--- config.mk ---
export PLATFORM = sky130hd
export DESIGN_NAME = hwpe_ctrl_regfile_bist_flat
export DESIGN_NICKNAME = d
export VERILOG_FILES = /design/src/rtl/hwpe_ctrl_regfile_bist_if.sv /design/src/rtl/hwpe_ctrl_regfile_bist.sv /design/src/flat_wrapper.sv
export SDC_FILE = /design/constraint.sdc
export NUM_CORES = 1
export LEC_CHECK = 0
export ABC_AREA = 0
export BUFFER_PORTS_ARGS = -buffer_cell sky130_fd_sc_hd__buf_4
export CAP_MARGIN = 10
export CELL_PAD_IN_SITES_DETAIL_PLACEMENT = 0
export CELL_PAD_IN_SITES_GLOBAL_PLACEMENT = 2
export CORE_MARGIN = 1
export CORE_UTILIZATION = 26
export DETAILED_ROUTE_END_ITERATION = 10
export PLACE_DENSITY = 0.87
export SLEW_MARGIN = 10
export SYNTH_ARGS = -nofsm -noshare
export SYNTH_HDL_FRONTEND = slang
export SYNTH_SLANG_ARGS = --single-unit
--- constraint.sdc ---
create_clock -name clk_i -period 3.1 [get_ports clk_i]
set_clock_uncertainty 0.1 [all_clocks]
set_input_delay 0.62 -clock clk_i [delete_from_list [all_inputs] [get_ports clk_i]]
set_output_delay 0.62 -clock clk_i [all_outputs]
set_load 0.005 [all_outputs]
--- src/rtl/hwpe_ctrl_regfile_bist_if.sv ---
// Test-port bundle between the BIST engine and the register-file test wrapper
// (BIST select, CSN_T, WEN_T, A_T, D_T, BE_T toward the wrapper; Q_T back).
interface hwpe_ctrl_regfile_bist_if #(
  parameter int unsigned ADDR_WIDTH = 5,
  parameter int unsigned DATA_WIDTH = 32
);
  logic                    bist;
  logic                    csn;
  logic                    wen;
  logic [ADDR_WIDTH-1:0]   addr;
  logic [DATA_WIDTH-1:0]   wdata;
  logic [DATA_WIDTH/8-1:0] be;
  logic [DATA_WIDTH-1:0]   rdata;

  modport master (output bist, csn, wen, addr, wdata, be, input rdata);
  modport slave  (input bist, csn, wen, addr, wdata, be, output rdata);
endinterface

--- src/rtl/hwpe_ctrl_regfile_bist.sv ---
// March C- BIST engine for the HWPE control register file: one access per cycle, reads wait
// READ_LATENCY cycles before comparing; reports sticky pass/fail, first-failure diagnostics and a saturating error count.
module hwpe_ctrl_regfile_bist #(
  parameter int unsigned ADDR_WIDTH   = 5,
  parameter int unsigned DATA_WIDTH   = 32,
  parameter int unsigned READ_LATENCY = 1,
  parameter logic [DATA_WIDTH-1:0] BACKGROUND = '0
) (
  input  logic                    clk_i,
  input  logic                    rst_i,
  input  logic                    start_i,
  hwpe_ctrl_regfile_bist_if.master mem,
  output logic                    busy_o,
  output logic                    done_o,
  output logic                    fail_o,
  output logic [ADDR_WIDTH-1:0]   fail_addr_o,
  output logic [2:0]              fail_elem_o,
  output logic [7:0]              err_cnt_o
);
  localparam int unsigned NUM_BYTE = DATA_WIDTH/8;
  localparam logic [ADDR_WIDTH-1:0] A_MAX = '1;
  localparam logic [1:0] WAIT_INIT = 2'(READ_LATENCY - 1);

  typedef enum logic [1:0] {S_IDLE, S_OP, S_WAIT, S_DONE} state_e;

  state_e                r_state;
  logic [2:0]            r_elem;
  logic                  r_ph;
  logic [1:0]            r_wcnt;
  logic                  r_busy;
  logic                  r_done;
  logic                  r_fail;
  logic                  r_csn;
  logic                  r_wen;
  logic [ADDR_WIDTH-1:0] r_addr;
  logic [DATA_WIDTH-1:0] r_wdata;
  logic [NUM_BYTE-1:0]   r_be;
  logic [ADDR_WIDTH-1:0] r_fail_addr;
  logic [2:0]            r_fail_elem;
  logic [7:0]            r_err_cnt;

  logic                  w_desc;
  logic                  w_two;
  logic                  w_addr_end;
  logic [2:0]            w_nxt_elem;
  logic [ADDR_WIDTH-1:0] w_nxt_addr;
  logic                  w_nxt_ph;
  logic                  w_last;
  logic                  w_nxt_rd;
  logic [DATA_WIDTH-1:0] w_nxt_wdat;
  logic [DATA_WIDTH-1:0] w_exp;
  logic                  w_mis;

  // Next-operation walker: E1..E4 are read-then-write on one address (r_ph selects the half).
  always_comb begin
    w_desc     = (r_elem >= 3'd3);
    w_two      = (r_elem != 3'd0) && (r_elem != 3'd5);
    w_addr_end = w_desc ? (r_addr == '0) : (r_addr == A_MAX);
    w_nxt_elem = r_elem;
    w_nxt_addr = r_addr;
    w_nxt_ph   = 1'b0;
    w_last     = 1'b0;
    if (w_two && !r_ph) begin
      w_nxt_ph = 1'b1;
    end else if (!w_addr_end) begin
      w_nxt_addr = w_desc ? r_addr - 1'b1 : r_addr + 1'b1;
    end else if (r_elem == 3'd5) begin
      w_last = 1'b1;
    end else begin
      w_nxt_elem = r_elem + 3'd1;
      w_nxt_addr = (r_elem >= 3'd2) ? A_MAX : '0;
    end
    w_nxt_rd   = (w_nxt_elem != 3'd0) && !w_nxt_ph;
    w_nxt_wdat = w_nxt_elem[0] ? ~BACKGROUND : BACKGROUND;
    w_exp      = r_elem[0] ? BACKGROUND : ~BACKGROUND;
    w_mis      = (mem.rdata != w_exp);
  end

  always_ff @(posedge clk_i) begin
    if (rst_i) begin
      r_state     <= S_IDLE;
      r_elem      <= 3'd0;
      r_ph        <= 1'b0;
      r_wcnt      <= 2'd0;
      r_busy      <= 1'b0;
      r_done      <= 1'b0;
      r_fail      <= 1'b0;
      r_csn       <= 1'b1;
      r_wen       <= 1'b1;
      r_addr      <= '0;
      r_wdata     <= '0;
      r_be        <= '0;
      r_fail_addr <= '0;
      r_fail_elem <= 3'd0;
      r_err_cnt   <= 8'd0;
    end else begin
      case (r_state)
        S_IDLE, S_DONE: begin
          if (start_i) begin
            r_state     <= S_OP;
            r_busy      <= 1'b1;
            r_done      <= 1'b0;
            r_fail      <= 1'b0;
            r_fail_addr <= '0;
            r_fail_elem <= 3'd0;
            r_err_cnt   <= 8'd0;
            r_elem      <= 3'd0;
            r_ph        <= 1'b0;
            r_addr      <= '0;
            r_csn       <= 1'b0;
            r_wen       <= 1'b0;
            r_wdata     <= BACKGROUND;
            r_be        <= '1;
          end
        end
        default: begin
          if (r_state == S_OP && r_wen) begin
            r_state <= S_WAIT;
            r_wcnt  <= WAIT_INIT;
            r_csn   <= 1'b1;
            r_be    <= '0;
            r_wdata <= '0;
          end else if (r_state == S_WAIT && r_wcnt != 2'd0) begin
            r_wcnt <= r_wcnt - 2'd1;
          end else begin
            // Last WAIT cycle: Q_T now carries the word read in the OP cycle.
            if (r_state == S_WAIT && w_mis) begin
              if (!r_fail) begin
                r_fail_addr <= r_addr;
                r_fail_elem <= r_elem;
              end
              r_fail <= 1'b1;
              if (r_err_cnt != 8'hFF) r_err_cnt <= r_err_cnt + 8'd1;
            end
            if (w_last) begin
              r_state <= S_DONE;
              r_busy  <= 1'b0;
              r_done  <= 1'b1;
              r_csn   <= 1'b1;
              r_wen   <= 1'b1;
              r_be    <= '0;
              r_wdata <= '0;
            end else begin
              r_state <= S_OP;
              r_elem  <= w_nxt_elem;
              r_addr  <= w_nxt_addr;
              r_ph    <= w_nxt_ph;
              r_csn   <= 1'b0;
              r_wen   <= w_nxt_rd;
              r_wdata <= w_nxt_rd ? '0 : w_nxt_wdat;
              r_be    <= '1;
            end
          end
        end
      endcase
    end
  end

  assign mem.bist   = r_busy;
  assign mem.csn    = r_csn;
  assign mem.wen    = r_wen;
  assign mem.addr   = r_addr;
  assign mem.wdata  = r_wdata;
  assign mem.be     = r_be;
  assign busy_o      = r_busy;
  assign done_o      = r_done;
  assign fail_o      = r_fail;
  assign fail_addr_o = r_fail_addr;
  assign fail_elem_o = r_fail_elem;
  assign err_cnt_o   = r_err_cnt;
endmodule
--- src/flat_wrapper.sv ---
// flat-port wrapper written by rule: the top's interface ports become plain ports
module hwpe_ctrl_regfile_bist_flat 
#(
  parameter int unsigned ADDR_WIDTH   = 5,
  parameter int unsigned DATA_WIDTH   = 32,
  parameter int unsigned READ_LATENCY = 1,
  parameter logic [DATA_WIDTH-1:0] BACKGROUND = '0
)
  (clk_i, rst_i, start_i, busy_o, done_o, fail_o, fail_addr_o, fail_elem_o, err_cnt_o, mem_bist, mem_csn, mem_wen, mem_addr, mem_wdata, mem_be, mem_rdata);
  hwpe_ctrl_regfile_bist_if #(.ADDR_WIDTH(ADDR_WIDTH), .DATA_WIDTH(DATA_WIDTH)) mem_i ();
  input  logic clk_i;
  input  logic rst_i;
  input  logic start_i;
  output logic busy_o;
  output logic done_o;
  output logic fail_o;
  output logic [ADDR_WIDTH-1:0] fail_addr_o;
  output logic [2:0] fail_elem_o;
  output logic [7:0] err_cnt_o;
  output wire logic [$bits(mem_i.bist)-1:0] mem_bist;
  output wire logic [$bits(mem_i.csn)-1:0] mem_csn;
  output wire logic [$bits(mem_i.wen)-1:0] mem_wen;
  output wire logic [$bits(mem_i.addr)-1:0] mem_addr;
  output wire logic [$bits(mem_i.wdata)-1:0] mem_wdata;
  output wire logic [$bits(mem_i.be)-1:0] mem_be;
  input wire logic [$bits(mem_i.rdata)-1:0] mem_rdata;
  assign mem_bist = mem_i.bist;
  assign mem_csn = mem_i.csn;
  assign mem_wen = mem_i.wen;
  assign mem_addr = mem_i.addr;
  assign mem_wdata = mem_i.wdata;
  assign mem_be = mem_i.be;
  assign mem_i.rdata = mem_rdata;
  hwpe_ctrl_regfile_bist #(.ADDR_WIDTH(ADDR_WIDTH), .DATA_WIDTH(DATA_WIDTH), .READ_LATENCY(READ_LATENCY), .BACKGROUND(BACKGROUND)) u_core (.clk_i(clk_i), .rst_i(rst_i), .start_i(start_i), .mem(mem_i), .busy_o(busy_o), .done_o(done_o), .fail_o(fail_o), .fail_addr_o(fail_addr_o), .fail_elem_o(fail_elem_o), .err_cnt_o(err_cnt_o));
endmodule
# --- Yosys cells after proc, flatten, opt, wreduce, memory -nomap -nowiden ---
# Index checks and enable logic that the tools add are counted.
totals:
  regBits: 70
  latchBits: 0
  ramBits: 0
  mem_bits_ro: 0
  input_bits: 35
  out_inout_bits: 63
  elab_cells: 151
  mem_count: 0
classes:
  addsub: 5
  n_mul: 0
  div_mod_pow: 0
  order_cmp: 2
  n_eq_ne: 16
  n_shift: 0
  n_mux: 85
  bitwise_logic: 1
  reduce_logical: 27
op_table:
  columns: ["cell", "n"]
  rows:
  - ["32-bit 2-to-1 mux", 8]
  - ["5-bit 2-to-1 mux", 15]
  - ["8-bit 2-to-1 mux", 6]
  - ["3-bit 2-to-1 mux", 13]
  - ["32-bit != test", 1]
  - ["1-bit 2-to-1 mux", 31]
  - ["4-bit 2-to-1 mux", 5]
  - ["2-bit 2-to-1 mux", 7]
  - ["2-bit != test, second input constant", 6]
  - ["4-bit AND reduction", 3]
  - ["5-bit AND reduction", 2]
  - ["2-bit nonzero test", 5]
  - ["8-bit by 1-bit adder with 8-bit output, second input constant", 1]
  - ["8-bit != test, second input constant", 1]
  - ["3-bit by 2-bit greater-or-equal comparator with 1-bit output, second input constant", 2]
  - ["1-bit logical AND", 6]
  - ["3-bit != test, second input constant", 2]
  - ["6-bit AND reduction", 1]
  - ["3-bit nonzero test", 2]
  - ["5-bit by 1-bit adder with 5-bit output, second input constant", 1]
  - ["5-bit equality test, second input constant", 1]
  - ["5-bit zero test", 1]
  - ["5-bit by 1-bit subtractor with 5-bit output, second input constant", 1]
  - ["2-bit equality test, second input constant", 2]
  - ["11 further kinds", 13]

# --- Logic depth before layout (Yosys ltp) ---
logic_depth:
  word_depth: 11
  depth_mapped: 11
  depth_no_buf: 11

# --- Worst setup path before layout ---
# Ideal clock, no wire load.
synth_timing:
  path_type: "register to register"
  startpoint: "register u_core.r_elem[0]"
  endpoint: "register u_core.r_addr[4], in the netlist u_core.mem.addr[4]"
  arrival_time_ns: 2.445
  t_required_ns: 2.869
  setup_slack_ns: 0.424
  path_stages_with_launch: 12
  n_path_buf: 0
  synth_period_minus_slack_ns: 2.676
  cell_sequence: "dfxtp_1 > ha_1 > ha_1 > a211oi_2 > inv_1 > fa_1 > a21o_1 > a21oi_1 > xnor2_1 > nand3b_1 > a21oi_1 > nor3_1"
synth_between:
  elab_chain_cells: 9
synth_lines:
  columns: ["item", "line_no", "source"]
  rows:
  - ["from (decl)", "hwpe_ctrl_regfile_bist.sv:27", "logic [2:0] r_elem;"]
  - ["from (signal assigned)", "hwpe_ctrl_regfile_bist.sv:145", "r_elem <= w_nxt_elem;"]
  - ["3-bit by 2-bit greater-or-equal comparator with 1-bit output", "hwpe_ctrl_regfile_bist.sv:71", "w_nxt_addr = (r_elem >= 3'd2) ? A_MAX : '0;"]
  - ["5-bit 2-to-1 mux", "hwpe_ctrl_regfile_bist.sv:71", null]
  - ["5-bit 2-to-1 mux", "hwpe_ctrl_regfile_bist.sv:67", "end else if (r_elem == 3'd5) begin"]
  - ["5-bit 2-to-1 mux", "hwpe_ctrl_regfile_bist.sv:65", "end else if (!w_addr_end) begin"]
  - ["5-bit 2-to-1 mux", "hwpe_ctrl_regfile_bist.sv:63", "if (w_two && !r_ph) begin"]
  - ["5-bit 2-to-1 mux", "hwpe_ctrl_regfile_bist.sv:135", "if (w_last) begin"]
  - ["5-bit 2-to-1 mux", "hwpe_ctrl_regfile_bist.sv:123", "end else if (r_state == S_WAIT && r_wcnt != 2'd0) begin"]
  - ["5-bit 2-to-1 mux", "hwpe_ctrl_regfile_bist.sv:117", "if (r_state == S_OP && r_wen) begin"]
  - ["5-bit 2-to-1 mux", "hwpe_ctrl_regfile_bist.sv:97", "case (r_state)"]
  - ["to (signal assigned)", "hwpe_ctrl_regfile_bist.sv:146", "r_addr <= w_nxt_addr;"]
  - ["to (decl)", "hwpe_ctrl_regfile_bist.sv:35", "logic [ADDR_WIDTH-1:0] r_addr;"]
# Parallel ways exist; a longest one is shown, timed or not. The select of a mux whose other input is x is not followed.
# A chain may end at the register's enable or synchronous reset.

# --- Final worst setup path ---
layout_timing:
  startpoint: "register u_core.r_elem[2]"
  endpoint: "register u_core.r_addr[4], in the netlist u_core.mem.addr[4]"
# The elaborated chain is that of the path after synthesis.

==> out/results.tsv <==
stage	metric	value	unit
setup_path	crit_path_end_kind	flop	
global_route	grt_antenna_before_repair	0	
pwr	cellLeakagePower	1.37	nW
clocking	clkTransAtPathRegs	70	ps
clocking	clockRootBuffer	clkbuf_8	
sta	slew_violations	0	
sta	fmax	368	MHz
synth	synth.ff_latch_count	36	
pwr	ir_drop	0.000160	V
pwr	finalPower	1.14	mW
sta	finalCritPeriodShare	87.7	%
synth	synth_async_sr_flop_share	0	%
placed_design	gp_congestion	0.883	
clocking	cts_made_buffers	5	
sta	worst_slack	380	ps
cells_and_area	fill_cells	936	
synth	synth_edf_count	0	
sta	slew_headroom	35.4	%
global_route	grt_max_degree	34	
synth	ys_warn_count	0	
synth	netlist_area	2410	um2
status	failed_checks	design-rule violations	
route	drtIter0Drc	75	
floorplan	pin_count	98	
clocking	cts-resized-gates	0	
route	final_antenna_net_count	0	
hold_path	min_path_type	flop to flop	
setup_path	crit_path_start_kind	flop	
cells_and_area	antenna_cells	0	
route	wl_per_cell	13.6	um
global_route	grt.overflow.total	0	
route	post-route-drc-count	11	
clocking	clock_path_buffers	2	
synth	synth_top_flop_cell	dfxtp_1	
setup_path	cp_slowest_stage_delay	450	ps
sta	setup_viol	0	
floorplan	start_util	27.2	%
cells_and_area	final_core_util	35.3	%
cells_and_area	area_growth	30.0	%
setup_path	worstPathCellList	inv_1 > ha_1 > a211oi_2 > inv_1 > fa_1 > a21o_1 > a21oi_1 > xnor2_1 > nand3b_1 > a21oi_1 > nor3_1	
setup_path	crit_arrival	2780	ps
sta	whs	368	ps
status	status	complete, but fails checks	
sta	setup_tns	0	ps
placed_design	placed_cells	473	
clocking	htreeDepth	2	
global_route	grt_pass1_wl	10.8	mm
clocking	clock_latency	290	ps
floorplan	die_w	98.2	um
setup_path	critPathMaxFanout	7	
cells_and_area	fin_nets	420	
route	finalWirelength	6.56	mm
sta	hold_violations	0	
global_route	grt.total_usage	13.7	%
sta	min_period	2720	ps
route	dr.pass1.iters	7	
sta	worst_slew_pin_slew	967	ps
clocking	cts_sinks	36	
synth	syn-num-nets	353	
sta	rsz0062_at_grt	false	
global_route	grt_pass1_vias	2261	
floorplan	dieArea	9640	um2
setup_path	path_class	flop to flop	
floorplan	rows	34	
synth	syn_area_per_cell	7.89	um2
synth	ys_seq_area_share	30.0	%
placed_design	preCtsSetupSlack	414	ps
flow_run	maxCapViolCount	0	
synth	synth_cells	305	
cells_and_area	design_area	3130	um2
cells_and_area	fin_cells	481	
route	num_vias	2359	
clocking	cts_hold_buf	0	
setup_path	cpMaxStageDelayCell	dfxtp_1	
cells_and_area	multi_input_area	1330	um2
setup_path	cpLargestDelayFamily	compound AO/OA/AOI/OAI gates	
setup_path	crit_required	3160	ps
route	vias_per_cell	4.90	
placed_design	dpl-instance-area	3020	um2
clocking	cts_setup_buffers	0	
floorplan	coreArea	8850	um2
synth	yosysUniqueCellTypes	52	
floorplan	die_h	98.2	um
setup_path	cp_num_buf_inv	2	
cells_and_area	regArea	721	um2
placed_design	hpwl	5.00	mm
pwr	power.density	364	nW/um2
cells_and_area	layout-drive-gt1-share	32.2	%
placed_design	portBuffers	97	
clocking	cts_tree	done	
[state kept, by name (all words and copies together) (netlist names)]
register / flops
u_core.fail_elem_o: 3
u_core.r_wcnt: 2
u_core.err_cnt_o: 8
u_core.mem.csn: 1
u_core.mem.addr: 5
u_core.mem.wdata: 1
u_core.r_elem: 3
u_core.done_o: 1
u_core.r_state: 2
u_core.busy_o: 1
u_core.mem.wen: 1
u_core.mem.be: 1
u_core.r_ph: 1
u_core.fail_o: 1
u_core.fail_addr_o: 5
[cell usage after synthesis, drive strengths merged (4+ instances only)]
cell,count,area share [%]
and4,5,1.8
nand3b,7,2.2
clkbuf,6,0.94
or4,6,2.0
nor4,10,2.9
nand2,34,5.3
ha,12,6.2
nor3,4,1.0
o21ai,4,0.83
dfxtp,36,30
inv,14,2.2
o211ai,8,2.5
nand4,6,1.6
or3,4,1.2
nand3,14,2.9
nor2,28,4.4
a21oi,30,6.4
buf,37,11
[cell type report]
cell class / instances / share of cell area [%]
Tap cell: 108 / 4.32
Multi-Input combinational cell: 211 / 42.7
Clock inverter: 2 / 1.12
Clock buffer: 6 / 2.32
Inverter: 15 / 1.80
Sequential cell: 36 / 23.0
Timing Repair Buffer: 103 / 24.7
[tightest hold or removal path: stages, from the launching register on]
cell	delay, ps
dfxtp_1	310
nand3_1	60
a21oi_1	50
[path summary, 6_finish.rpt]
| kind | start | end | slack [ps] | cells past startpoint |
|---|---|---|---|---|
| hold reg to reg | u_core.fail_addr_o[1]$_SDFFE_PP0P_ | u_core.fail_addr_o[1]$_SDFFE_PP0P_ | 370 | 2 |
| setup reg to reg | u_core.r_elem[2]$_SDFFE_PP0P_ | u_core.mem.addr[4]$_SDFFE_PP0P_ | 380 | 11 |
| setup / recovery | u_core.r_elem[2]$_SDFFE_PP0P_ | u_core.mem.addr[4]$_SDFFE_PP0P_ | 380 | 11 |
| hold / removal | u_core.fail_addr_o[1]$_SDFFE_PP0P_ | u_core.fail_addr_o[1]$_SDFFE_PP0P_ | 370 | 2 |
[layout by cell type, fill, tap and decap left out, types with 3 or more instances in the layout]
cell / Yosys / routed
nor2_1: 28 / 28
nand2_1: 34 / 34
or4_1: 5 / 5
o2111ai_1: 3 / 3
a21oi_1: 29 / 29
o21ai_0: 4 / 4
inv_1: 14 / 14
or3_1: 3 / 3
o22ai_1: 3 / 3
dfxtp_1: 36 / 36
o31ai_1: 3 / 3
o211ai_1: 8 / 8
clkbuf_8: 0 / 5
nor3_1: 3 / 3
buf_4: 35 / 103
nand3b_1: 7 / 7
nand4_1: 6 / 6
mux2i_1: 3 / 3
nor4_1: 9 / 9
nand3_1: 14 / 14
ha_1: 12 / 12
and4_1: 5 / 5
[metal layers]
metal	vias to the layer above	global-route usage (%)	routed length (um)
met5	-	0	0
met4	0	4.82	77
met3	7	2.51	443
met2	70	23.0	2980
met1	1079	17.7	3060
li1	1203	-	-
[cell families (layout without fill, tap and decap cells)]
family                     count (synthesis)  in the layout  synth area share, %
adders and majority gates                 13             13                 7.07
xor gates and xnor gates                   3              3                 1.09
DFF                                       36             36                 30.0
AOI/OAI and AO/OA                         65             65                 17.6
muxes                                      4              4                 1.72
and+or+nand+nor                          126            126                 27.9
buffers and inverters                     58            126                 14.6
[where the power goes]
part	internal [mW]	leakage [nW]	switching, mW
logic	0.0963	1.03	0.132
clock network	0.239	0.0552	0.178
registers	0.476	0.292	0.0178
total	0.811	1.37	0.328
No activity file was read; power rests on OpenSTA's default activity.
